<file path="config.mk">
export PLATFORM = sky130hd
export DESIGN_NAME = data_memory_load_unit
export DESIGN_NICKNAME = d
export VERILOG_FILES = /design/src/rtl/data_memory_load_unit_pkg.sv /design/src/rtl/data_memory_load_format.sv /design/src/rtl/data_memory_load_unit.sv
export SDC_FILE = /design/constraint.sdc
export NUM_CORES = 1
export LEC_CHECK = 0
export BUFFER_PORTS_ARGS = -buffer_cell sky130_fd_sc_hd__clkbuf_2
export CORE_MARGIN = 2
export CORE_UTILIZATION = 33
export CTS_CLUSTER_DIAMETER = 120
export DETAILED_ROUTE_END_ITERATION = 16
export SLEW_MARGIN = 10
export SYNTH_ARGS = -nofsm -noshare
export SYNTH_HDL_FRONTEND = slang
export SYNTH_HIERARCHICAL = 1
export SYNTH_SLANG_ARGS = --single-unit
</file>
<file path="constraint.sdc">
create_clock -name clock -period 1.9 [get_ports clock]
set_input_delay 0.095 -clock clock [delete_from_list [all_inputs] [get_ports clock]]
set_output_delay 0.095 -clock clock [all_outputs]
set_load 0.05 [all_outputs]
</file>
<file path="src/rtl/data_memory_load_unit_pkg.sv">
// Shared definitions for the data memory load unit: word type, funct3
// load-type codes, load FSM states and small decode helpers.
package data_memory_load_unit_pkg;

    typedef logic [31:0] word_t;

    localparam logic [2:0] LT_LB  = 3'b000;
    localparam logic [2:0] LT_LH  = 3'b001;
    localparam logic [2:0] LT_LW  = 3'b010;
    localparam logic [2:0] LT_LBU = 3'b100;
    localparam logic [2:0] LT_LHU = 3'b101;

    typedef enum logic [1:0] {
        IDLE = 2'b00,
        RD0  = 2'b01,
        RD1  = 2'b10
    } load_state_e;

    // Unsupported funct3 encodings behave as a full-word load.
    function automatic logic [2:0] decode_load_type(input logic [2:0] lt);
        case (lt)
            LT_LB, LT_LH, LT_LW, LT_LBU, LT_LHU: return lt;
            default:                             return LT_LW;
        endcase
    endfunction

    // True when the bytes of the access cross into the next word.
    function automatic logic load_spans(input logic [2:0] lt, input logic [1:0] offset);
        case (lt)
            LT_LH, LT_LHU: return (offset == 2'd3);
            LT_LW:         return (offset != 2'd0);
            default:       return 1'b0;
        endcase
    endfunction

endpackage

</file>
<file path="src/rtl/data_memory_load_format.sv">
// Combinational load formatter: shifts the two-word window right by the
// byte offset, then sign/zero-extends according to the (decoded) load type.
module data_memory_load_format
    import data_memory_load_unit_pkg::*;
(
    input  word_t      word0_i,
    input  word_t      word1_i,
    input  logic [1:0] offset_i,
    input  logic [2:0] load_type_i,
    output word_t      value_o
);

    logic [63:0] pair_s;
    logic [31:0] shifted_s;

    assign pair_s    = {word1_i, word0_i};
    assign shifted_s = 32'(pair_s >> {offset_i, 3'b000});

    // Extend the addressed byte/halfword to a full word.
    always_comb begin
        value_o = shifted_s;
        case (load_type_i)
            LT_LB:   value_o = {{24{shifted_s[7]}}, shifted_s[7:0]};
            LT_LH:   value_o = {{16{shifted_s[15]}}, shifted_s[15:0]};
            LT_LBU:  value_o = {24'h000000, shifted_s[7:0]};
            LT_LHU:  value_o = {16'h0000, shifted_s[15:0]};
            default: value_o = shifted_s;
        endcase
    end

endmodule

</file>
<file path="src/rtl/data_memory_load_unit.sv">
// Data memory load unit: accepts a load, issues one or two word-aligned
// reads to a 1-cycle synchronous memory, formats the result and returns it
// as a registered word with a one-cycle valid strobe.
// Build option: define MISALIGNED_LOAD_EN to service word-spanning loads
// with a second read; otherwise such loads return 0 with misaligned_fault.
module data_memory_load_unit
    import data_memory_load_unit_pkg::*;
#(
    parameter int ADDR_W = 32
) (
    input  logic              clock,
    input  logic              reset_n,
    input  logic              valid,
    input  logic              flush,
    input  logic [2:0]        load_type,
    input  logic [ADDR_W-1:0] long_addr,
    output logic              ready,
    output logic [ADDR_W-1:0] mem_addr,
    input  word_t             mem_read_value,
    output word_t             read_value,
    output logic              load_valid,
    output logic              misaligned_fault
);

    load_state_e       state_q, state_d;
    logic [ADDR_W-1:0] addr_q, addr_d;
    logic [2:0]        type_q, type_d;
    logic [1:0]        offset_q, offset_d;
    logic              span_q, span_d;
    word_t             word0_q, word0_d;
    word_t             read_value_q, read_value_d;
    logic              load_valid_q, load_valid_d;
    logic              fault_q, fault_d;

    logic [ADDR_W-1:0] word_addr_s;
    logic [2:0]        req_type_s;
    word_t             fmt_word0_s;
    word_t             fmt_word1_s;
    word_t             fmt_value_s;

    assign word_addr_s = {long_addr[ADDR_W-1:2], 2'b00};
    assign req_type_s  = decode_load_type(load_type);

    assign ready            = (state_q == IDLE);
    assign read_value       = read_value_q;
    assign load_valid       = load_valid_q;
    assign misaligned_fault = fault_q;

    // Read address: request word while idle, following word (wrapping) once busy.
    always_comb begin
        case (state_q)
            IDLE:    mem_addr = word_addr_s;
            default: mem_addr = addr_q + {{(ADDR_W-3){1'b0}}, 3'b100};
        endcase
    end

    // Formatter window: second read pairs with the captured first word.
    always_comb begin
        if (state_q == RD1) begin
            fmt_word0_s = word0_q;
            fmt_word1_s = mem_read_value;
        end else begin
            fmt_word0_s = mem_read_value;
            fmt_word1_s = 32'h0000_0000;
        end
    end

    data_memory_load_format u_format (
        .word0_i     (fmt_word0_s),
        .word1_i     (fmt_word1_s),
        .offset_i    (offset_q),
        .load_type_i (type_q),
        .value_o     (fmt_value_s)
    );

    // Load FSM next-state and output-register next values.
    always_comb begin
        state_d      = state_q;
        addr_d       = addr_q;
        type_d       = type_q;
        offset_d     = offset_q;
        span_d       = span_q;
        word0_d      = word0_q;
        read_value_d = read_value_q;
        load_valid_d = 1'b0;
        fault_d      = 1'b0;
        case (state_q)
            IDLE: begin
                if (valid && !flush) begin
                    state_d  = RD0;
                    addr_d   = word_addr_s;
                    type_d   = req_type_s;
                    offset_d = long_addr[1:0];
                    span_d   = load_spans(req_type_s, long_addr[1:0]);
                end else begin
                    state_d = IDLE;
                end
            end
            RD0: begin
                if (flush) begin
                    state_d = IDLE;
                end else if (span_q) begin
`ifdef MISALIGNED_LOAD_EN
                    state_d = RD1;
                    word0_d = mem_read_value;
`else
                    state_d      = IDLE;
                    read_value_d = 32'h0000_0000;
                    load_valid_d = 1'b1;
                    fault_d      = 1'b1;
`endif
                end else begin
                    state_d      = IDLE;
                    read_value_d = fmt_value_s;
                    load_valid_d = 1'b1;
                end
            end
            RD1: begin
                if (flush) begin
                    state_d = IDLE;
                end else begin
                    state_d      = IDLE;
                    read_value_d = fmt_value_s;
                    load_valid_d = 1'b1;
                end
            end
            default: begin
                state_d = IDLE;
            end
        endcase
    end

    // State and output registers with synchronous active-low reset.
    always_ff @(posedge clock) begin
        if (!reset_n) begin
            state_q      <= IDLE;
            addr_q       <= '0;
            type_q       <= 3'b000;
            offset_q     <= 2'b00;
            span_q       <= 1'b0;
            word0_q      <= 32'h0000_0000;
            read_value_q <= 32'h0000_0000;
            load_valid_q <= 1'b0;
            fault_q      <= 1'b0;
        end else begin
            state_q      <= state_d;
            addr_q       <= addr_d;
            type_q       <= type_d;
            offset_q     <= offset_d;
            span_q       <= span_d;
            word0_q      <= word0_d;
            read_value_q <= read_value_d;
            load_valid_q <= load_valid_d;
            fault_q      <= fault_d;
        end
    end

endmodule
</file>
# Word-level counts from Yosys, hierarchy flattened
# Cells that the tools add are included.
[word_totals] ff_bits=72 input_bits=71 out_inout_bits=67 elab_cells=55
[classes] add_sub_neg=1 n_eq_ne=15 n_shift=1 n_mux=13 bitwise_logic=2 n_reduce_logical=15
[op_table] operator="$mux 32" n=6
[op_table] operator="$pmux 32 s4" n=1
[op_table] operator="$pmux 32 s2" n=1
[op_table] operator="$shr 64x5->32" n=1
[op_table] operator="$add 32x3->32 const B" n=1
[op_table] operator="$eq 3x3->1 const B" n=5
[op_table] operator="$eq 3x1->1 const B" n=3
[op_table] operator="$eq 3x2->1 const B" n=2
[op_table] operator="$logic_not 3->1" n=2
[op_table] operator="$reduce_and 2->1" n=3
[op_table] operator="$reduce_or 5->1" n=1
[op_table] operator="$eq 2x2->1 const B" n=2
[op_table] operator="$ne 2x2->1 const B" n=2
[op_table] operator="$reduce_bool 2->1" n=2
[op_table] operator="$reduce_or 2->1" n=2
[op_table] operator="$mux 1" n=3
[op_table] operator="$mux 3" n=1
[op_table] operator="$reduce_and 3->1" n=1
[op_table] operator="$reduce_or 3->1" n=1
[op_table] operator="$eq 2x1->1 const B" n=1
[op_table] operator="$logic_not 2->1" n=1
[op_table] operator="$not 1->1" n=2
[op_table] operator="$pmux 1 s2" n=1
[op_table] operator="$logic_and 1x1->1" n=1
[op_table] operator="$logic_not 1->1" n=1

# Longest topological paths before layout
# Gate-level depths: netlist of the first run.
[logic_depth] word_depth=7 ltp_mapped=9 depth_no_buf=6

# By module
# Netlist of the first run, hierarchy kept.
[modules_own_cells] mod="data_memory_load_unit" n_inst=1 cells_per_inst=473 area_per_inst_um2=3668.5 seq_area_each_um2=1421.4
[modules_own_cells] mod="data_memory_load_format" n_inst=1 cells_per_inst=101 area_per_inst_um2=1119.8 seq_area_each_um2=0.0

# Worst setup path after synthesis of the first run
# Ideal clock, no wire load.
[synth_path] path_kind="register -> output" from="register addr_q[2]" to="output port mem_addr[30]" t_arrival_ps=2561 t_required_ps=1805 setup_slack_ps=-756 stages_incl_launch_ff=8 path_buffers=2 cell_sequence="dfxtp_1 > ha_1 > buf_2 > nand2_1 > or4_1 > buf_2 > or4_1 > a31oi_1"
[synth_via] elab_chain_cells=2
[synth_rtl] item="from (decl)" line="data_memory_load_unit.sv:26" text="logic [ADDR_W-1:0] addr_q, addr_d;"
[synth_rtl] item="from (signal assigned)" line="data_memory_load_unit.sv:147" text="addr_q <= addr_d;"
[synth_rtl] item="$add 32x3->32" line="data_memory_load_unit.sv:53" text="default: mem_addr = addr_q + {{(ADDR_W-3){1'b0}}, 3'b100};"
[synth_rtl] item="$mux 32" line="data_memory_load_unit.sv:51" text="case (state_q)"
[synth_rtl] item="to (decl)" line="data_memory_load_unit.sv:18" text="output logic [ADDR_W-1:0] mem_addr,"
# Every way passes these cells.

# Worst setup path in the final report of the first run
[layout_path] from="register addr_q[4]" to="output port mem_addr[28]"
# The elaborated chain is that of the path after synthesis.

==> results of run 1 <==
==> metal layers <==
layer / GRT usage, % / up-vias / wire, µm / share of wire (%)
li1: - / 2456 / - / -
met1: 23.48 / 2397 / 6434 / 44
met2: 31.95 / 107 / 7098 / 49
met3: 4.038 / 29 / 595 / 4.1
met4: 8.460 / 0 / 438 / 3.0
met5: 0 / - / 0 / 0
==> stage by stage <==
step	setup slack [ps]	hold WS (ps)	util (%)	power, mW
global route	-505.6	4.793	50.92	4.506
finish	-455.2	10.89	50.92	4.293
global placement	-222.1	348.8	46.12	2.741
floorplan	-262.8	228.9	-	2.356
detailed placement	-258.5	350.3	46.12	2.758
CTS	-469.8	0.2924	49.63	4.323
==> critical path, cell delays in order, from the launching register on <==
cell     delay [ps]
dfxtp_2         350
nand4_4         120
or4_4           590
or4_4           520
a31oi_4         200
buf_12          160
==> power by group through the flow <==
stage,combinational [mW],sequential (mW),clock (mW)
after detailed placement,1.15,1.61,0
after global routing,1.30,1.59,1.62
after CTS,1.19,1.58,1.55
after global placement,1.13,1.61,0
after floorplan,0.693,1.66,0
final,1.22,1.58,1.49
==> kinds of logic after synthesis <==
kind of cell	share of synthesized area, %
buffers and inverters	5.513
flip-flops	29.68
multiplexers	16.93
other	0.07832
adder cells (fa/ha/maj)	0.2613
XOR/XNOR	2.378
AO/OA/AOI/OAI	17.27
AND/OR/NAND/NOR	27.88
==> worst max-delay path by stage <==
stage               start            to  depth (start not counted)
3_3_place_gp    addr_q[7]  mem_addr[26]                          5
5_1_grt        addr_q[20]  mem_addr[26]                          5
2_1_floorplan   addr_q[2]  mem_addr[30]                          7
4_1_cts        addr_q[11]  mem_addr[28]                          5
6_report        addr_q[4]  mem_addr[28]                          5
3_5_place_dp    addr_q[7]  mem_addr[28]                          5
==> timing repair <==
action / in CTS / in global routing
endpoints found under the hold margin: 1 / 0
cloned: 0 / 0
resized for setup: 48 / 52
setup endpoints to repair: 22 / 53
buffers inserted: 5 / 5
hold buffers: 1 / 0
pin swaps: 14 / 10
==> sequential cells by signal (all words and copies together) (netlist names) <==
signal / count
misaligned_fault: 1
offset_q: 2
state_q: 1
load_valid: 1
read_value: 32
type_q: 3
addr_q: 30
span_q: 1
==> cell type report <==
class,instances,area [µm²],share of cell area [%]
sequential,71,1463,19.99
tap,184,230.2,3.146
timing repair buffer,215,1659,22.67
clock buffer,14,254.0,3.471
clock inverter,1,5.005,0.06840
multi-input combinational,495,3691,50.44
inverter,4,15.01,0.2052
==> synth_stat cells (all sizes together) <==
cell type	number
a211o	2
a21boi	35
a21o	1
a21oi	46
a221oi	1
a31oi	13
and2	5
and3	6
and4	3
buf	16
clkbuf	38
conb	1
dfxtp	71
ha	1
inv	4
mux2	1
mux2i	1
mux4	34
nand2	105
nand2b	2
nand3	10
nand3b	2
nand4	9
nor2	29
nor2b	32
nor3	2
nor3b	33
nor4	2
nor4b	1
o21ai	32
o311a	1
o31ai	6
or2	1
or3	7
or4	8
xnor2	4
xor2	9
==> flow_summary_export.csv, run 1 <==
group,metric,value,unit
placement,routabilityCongestion,0.8730,
sta,fin_ws,-455.2,ps
power,p_int,2.996,mW
floorplanning,floorplan.core_area,14370,µm²
sta,period_share,124.0,%
sta,setup_tns,-4323,ps
worst_setup_path,ff2ff_setup_slack,100,ps
worst_setup_path,reg2reg_from,"offset_q[1]",
yosys,yosys.area.top_type,"dfxtp_1",
worst_setup_path,worstSetupEndpointType,"primary output",
sta,fin_skew,11.80,ps
clocking,root_buffer,"clkbuf_16",
placement,dp.cells,958,
floorplanning,num_rows,44,
worst_hold_path,hp-start,"long_addr[12]",
sta,finalSetupViolCount,22,
detailed_routing,wl,14570,µm
clocking,cts_sinks,71,
placement,post-dp-hpwl,11040,µm
worst_hold_path,hold-path-endpoint,"addr_q[12]",
yosys,avgSynthCellArea,8.342,µm²
layout,final_cell_mix,"clkbuf_2, nand2_1, buf_4, conb_1, dfxtp_1",
global_routing,gr-total-overflow,0,
detailed_routing,drcViolationCount,0,
sta,slew_violations,0,
worst_hold_path,whs_path_depth,3,
sta,grt_setup_unrepaired,"yes",
detailed_routing,drtPass1Iterations,4,
power,p_comb_share,28.4,%
global_routing,grt_max_degree,65,
sta,min_period,2355,ps
power,power.switching,1.297,mW
sta,slew_headroom,58.47,%
power,ir_worst_vdd,0.0004294,V
sta,fmax,424.6,MHz
run,maxCapViolations,0,
worst_setup_path,critPathMaxFanout,7,
worst_setup_path,critical_path_class,"flop to primary output",
clocking,h-tree-depth,3,
layout,fin_nets,868,
worst_hold_path,holdCritPathClass,"input pin to flop",
clocking,cts_tree,"yes",
yosys,synth_top_cell_area_share,29.68,%
clocking,clockBufferDepth,2,
power,p_seq_share,36.8,%
global_routing,grt_pass1_wl,24280,µm
floorplanning,die_w,124.5,µm
placement,io_buffers,135,
layout,drive_gt1_share,42.00,%
worst_setup_path,crit_path_start_kind,"flop",
detailed_routing,vias_per_cell,5.070,
yosys,netlist_area,4788,µm²
yosys,yosysUniqueCellTypes,45,
floorplanning,die_area,15490,µm²
detailed_routing,postRouteAntennaNets,0,
placement,placed_area,6626,µm²
yosys,yosysSeqAreaShare,29.68,%
layout,fill_cells,1340,
floorplanning,fp.dieH,124.5,µm
power,power_density,586.7,nW/µm²
yosys,yosys_warnings,6,
power,p_leak,2.857,nW
layout,num_antenna_cells,0,
status,violations,"setup timing",
sta,tightest_slew,623.0,ps
sta,hold_viol,0,
global_routing,antenna_found_initial,0,
status,status,"finished with violations",
floorplanning,initial_core_util,33.32,%
detailed_routing,via_count,4989,
clocking,numCtsBuffers,9,
clocking,clk_pin_slew,50,ps
yosys,synthCells,574,
clocking,clk_latency,330,ps
power,switching_share,30.21,%
global_routing,grt_pass1_vias,5000,
layout,layoutNonFillerInstCount,984,
yosys,yosys-top-cells-area,"dfxtp_1, mux4_2, nand2_1, a21boi_0, nor3b_1",
global_routing,grtUsageTotal,19.02,%
detailed_routing,wire_per_inst,14.80,µm
worst_setup_path,cp.required,1800,ps
worst_setup_path,worstPathArrival,2260,ps
floorplanning,ios,138,
power,p_clk_share,34.8,%
yosys,synth_seq_cells,71,
layout,finalInstanceArea,7317,µm²
layout,layout_commonest_cell,"clkbuf_2",
layout,syn_to_final_growth,52.81,%
worst_setup_path,reg2reg_depth,7,
detailed_routing,dr.first_iter.drc_count,271,
worst_setup_path,r2r-end,"read_value[16]",
Power figures use the tool's default switching activity.
==> run 2: changes to the inputs <==
--- a/config.mk
+++ b/config.mk
@@ -10,6 +10,7 @@
 export CORE_UTILIZATION = 33
 export CTS_CLUSTER_DIAMETER = 120
 export DETAILED_ROUTE_END_ITERATION = 16
+export RECOVER_POWER = 25
 export SLEW_MARGIN = 10
 export SYNTH_ARGS = -nofsm -noshare
 export SYNTH_HDL_FRONTEND = slang
==> flow_summary_export.csv, run 2 (synthesis results as in run 1) <==
group,metric,value,unit
sta,min_period,2356,ps
layout,syn_to_final_growth,52.13,%
worst_setup_path,reg2reg_depth,7,
clocking,h-tree-depth,3,
layout,layout_commonest_cell,"nand2_1",
clocking,clk_pin_slew,50,ps
floorplanning,initial_core_util,33.32,%
detailed_routing,wl,14590,µm
clocking,root_buffer,"clkbuf_16",
layout,multi_input_area,3691,µm²
floorplanning,die_area,15490,µm²
worst_setup_path,cp.required,1800,ps
global_routing,antenna_found_initial,0,
detailed_routing,via_count,4987,
floorplanning,floorplan.core_area,14370,µm²
power,ir_worst_vdd,0.0004294,V
clocking,clockBufferDepth,2,
sta,hold_viol,0,
layout,layoutNonFillerInstCount,984,
sta,fmax,424.4,MHz
worst_setup_path,critPathMaxFanout,7,
sta,fin_skew,11.76,ps
clocking,clk_latency,330,ps
placement,placed_area,6626,µm²
sta,grt_setup_unrepaired,"yes",
global_routing,grt_max_degree,65,
worst_setup_path,worstPathArrival,2260,ps
floorplanning,num_rows,44,
floorplanning,die_w,124.5,µm
global_routing,gr-total-overflow,0,
placement,post-dp-hpwl,11040,µm
detailed_routing,postRouteAntennaNets,0,
sta,setup_tns,-4346,ps
sta,period_share,124.0,%
worst_setup_path,reg2reg_from,"offset_q[1]",
detailed_routing,dr.first_iter.drc_count,285,
power,p_leak,2.771,nW
detailed_routing,drtPass1Iterations,4,
worst_setup_path,ff2ff_setup_slack,110,ps
worst_hold_path,hold-path-endpoint,"addr_q[12]",
placement,routabilityCongestion,0.8730,
floorplanning,fp.dieH,124.5,µm
floorplanning,ios,138,
clocking,numCtsBuffers,9,
sta,hold_ws,11.01,ps
layout,register_area,1461,µm²
sta,finalSetupViolCount,21,
layout,final_cell_mix,"nand2_1, clkbuf_2, buf_4, conb_1, dfxtp_1",
power,power_density,589.4,nW/µm²
global_routing,grt_pass1_vias,5000,
power,total_power,4.294,mW
clocking,cts_tree,"yes",
global_routing,grt_pass1_wl,24280,µm
layout,num_antenna_cells,0,
layout,finalInstanceArea,7284,µm²
run,maxCapViolations,0,
placement,dp.cells,958,
worst_setup_path,critical_path_class,"flop to primary output",
worst_hold_path,hp-start,"long_addr[12]",
layout,fill_cells,1355,
layout,drive_gt1_share,38.75,%
sta,fin_ws,-456.2,ps
placement,io_buffers,135,
worst_hold_path,whs_path_depth,3,
status,violations,"setup timing",
clocking,cts_sinks,71,
detailed_routing,vias_per_cell,5.068,
status,status,"finished with violations",
global_routing,grtUsageTotal,19.02,%
worst_setup_path,r2r-end,"read_value[16]",
sta,tightest_slew,1160,ps
layout,fin_nets,868,
detailed_routing,wire_per_inst,14.82,µm
worst_setup_path,crit_path_start_kind,"flop",
sta,slew_headroom,22.70,%
sta,slew_violations,0,
worst_setup_path,worstSetupEndpointType,"primary output",
layout,largest_reg_flops,32,
worst_hold_path,holdCritPathClass,"input pin to flop",
detailed_routing,drcViolationCount,0,
run 2: cell counts in the layout (fill, tap and decap cells not counted):
Identical to the previous run, type by type.
run 2: how the worst max path moves through the flow:
stage	depth (start not counted)	slack (ps)	startpoint	to
final	5	-460	addr_q[4]	mem_addr[28]
after global routing	5	-510	addr_q[20]	mem_addr[26]
after CTS	5	-470	addr_q[11]	mem_addr[28]
after detailed placement	5	-260	addr_q[7]	mem_addr[28]
after global placement	5	-220	addr_q[7]	mem_addr[26]
after floorplan	7	-260	addr_q[2]	mem_addr[30]
run 2: worst max-delay path, stage by stage, from the launching register on:
cell	delay [ps]
dfxtp_2	350
nand4_4	120
or4_4	590
or4_4	520
a31oi_4	200
buf_12	160
run 2: area by class of cell:
| type | instances | share of cell area (%) |
|---|---|---|
| Timing Repair Buffer | 215 | 22.35 |
| Sequential cell | 71 | 20.06 |
| Clock buffer | 14 | 3.487 |
| Inverter | 4 | 0.2061 |
| Clock inverter | 1 | 0.06870 |
| Multi-Input combinational cell | 495 | 50.67 |
| Tap cell | 184 | 3.160 |
run 2: power by group:
group | total, mW | switching, mW | internal, mW | leakage (nW)
Sequential | 1.58 | 0.0404 | 1.54 | 0.587
Clock | 1.50 | 0.588 | 0.911 | 0.127
Combinational | 1.21 | 0.672 | 0.543 | 2.06
Total | 4.29 | 1.30 | 2.99 | 2.77
run 2: through the flow:
stage / utilization [%] / setup slack [ps]
6_report: 50.70 / -456.2
5_1_grt: 50.70 / -505.6
4_1_cts: 49.63 / -469.8
3_5_place_dp: 46.12 / -258.5
3_3_place_gp: 46.12 / -222.1
2_1_floorplan: - / -262.8
run 2: layer usage:
metal  wire [µm]  up-vias  GRT usage [%]  share of wire [%]
met2        7122      116          31.95                 49
met5           0        -              0                  0
met4         423        0          8.460                2.9
met3         582       29          4.038                4.0
met1        6457     2388          23.48                 44
li1            -     2454              -                  -
run 2: timing repair:
action	4_1_cts	5_1_grt
hold buffers	1	0
endpoints found under the setup margin	22	53
pin swaps	14	10
gates resized for setup	48	52
hold endpoints to repair	1	0
buffers inserted	5	5
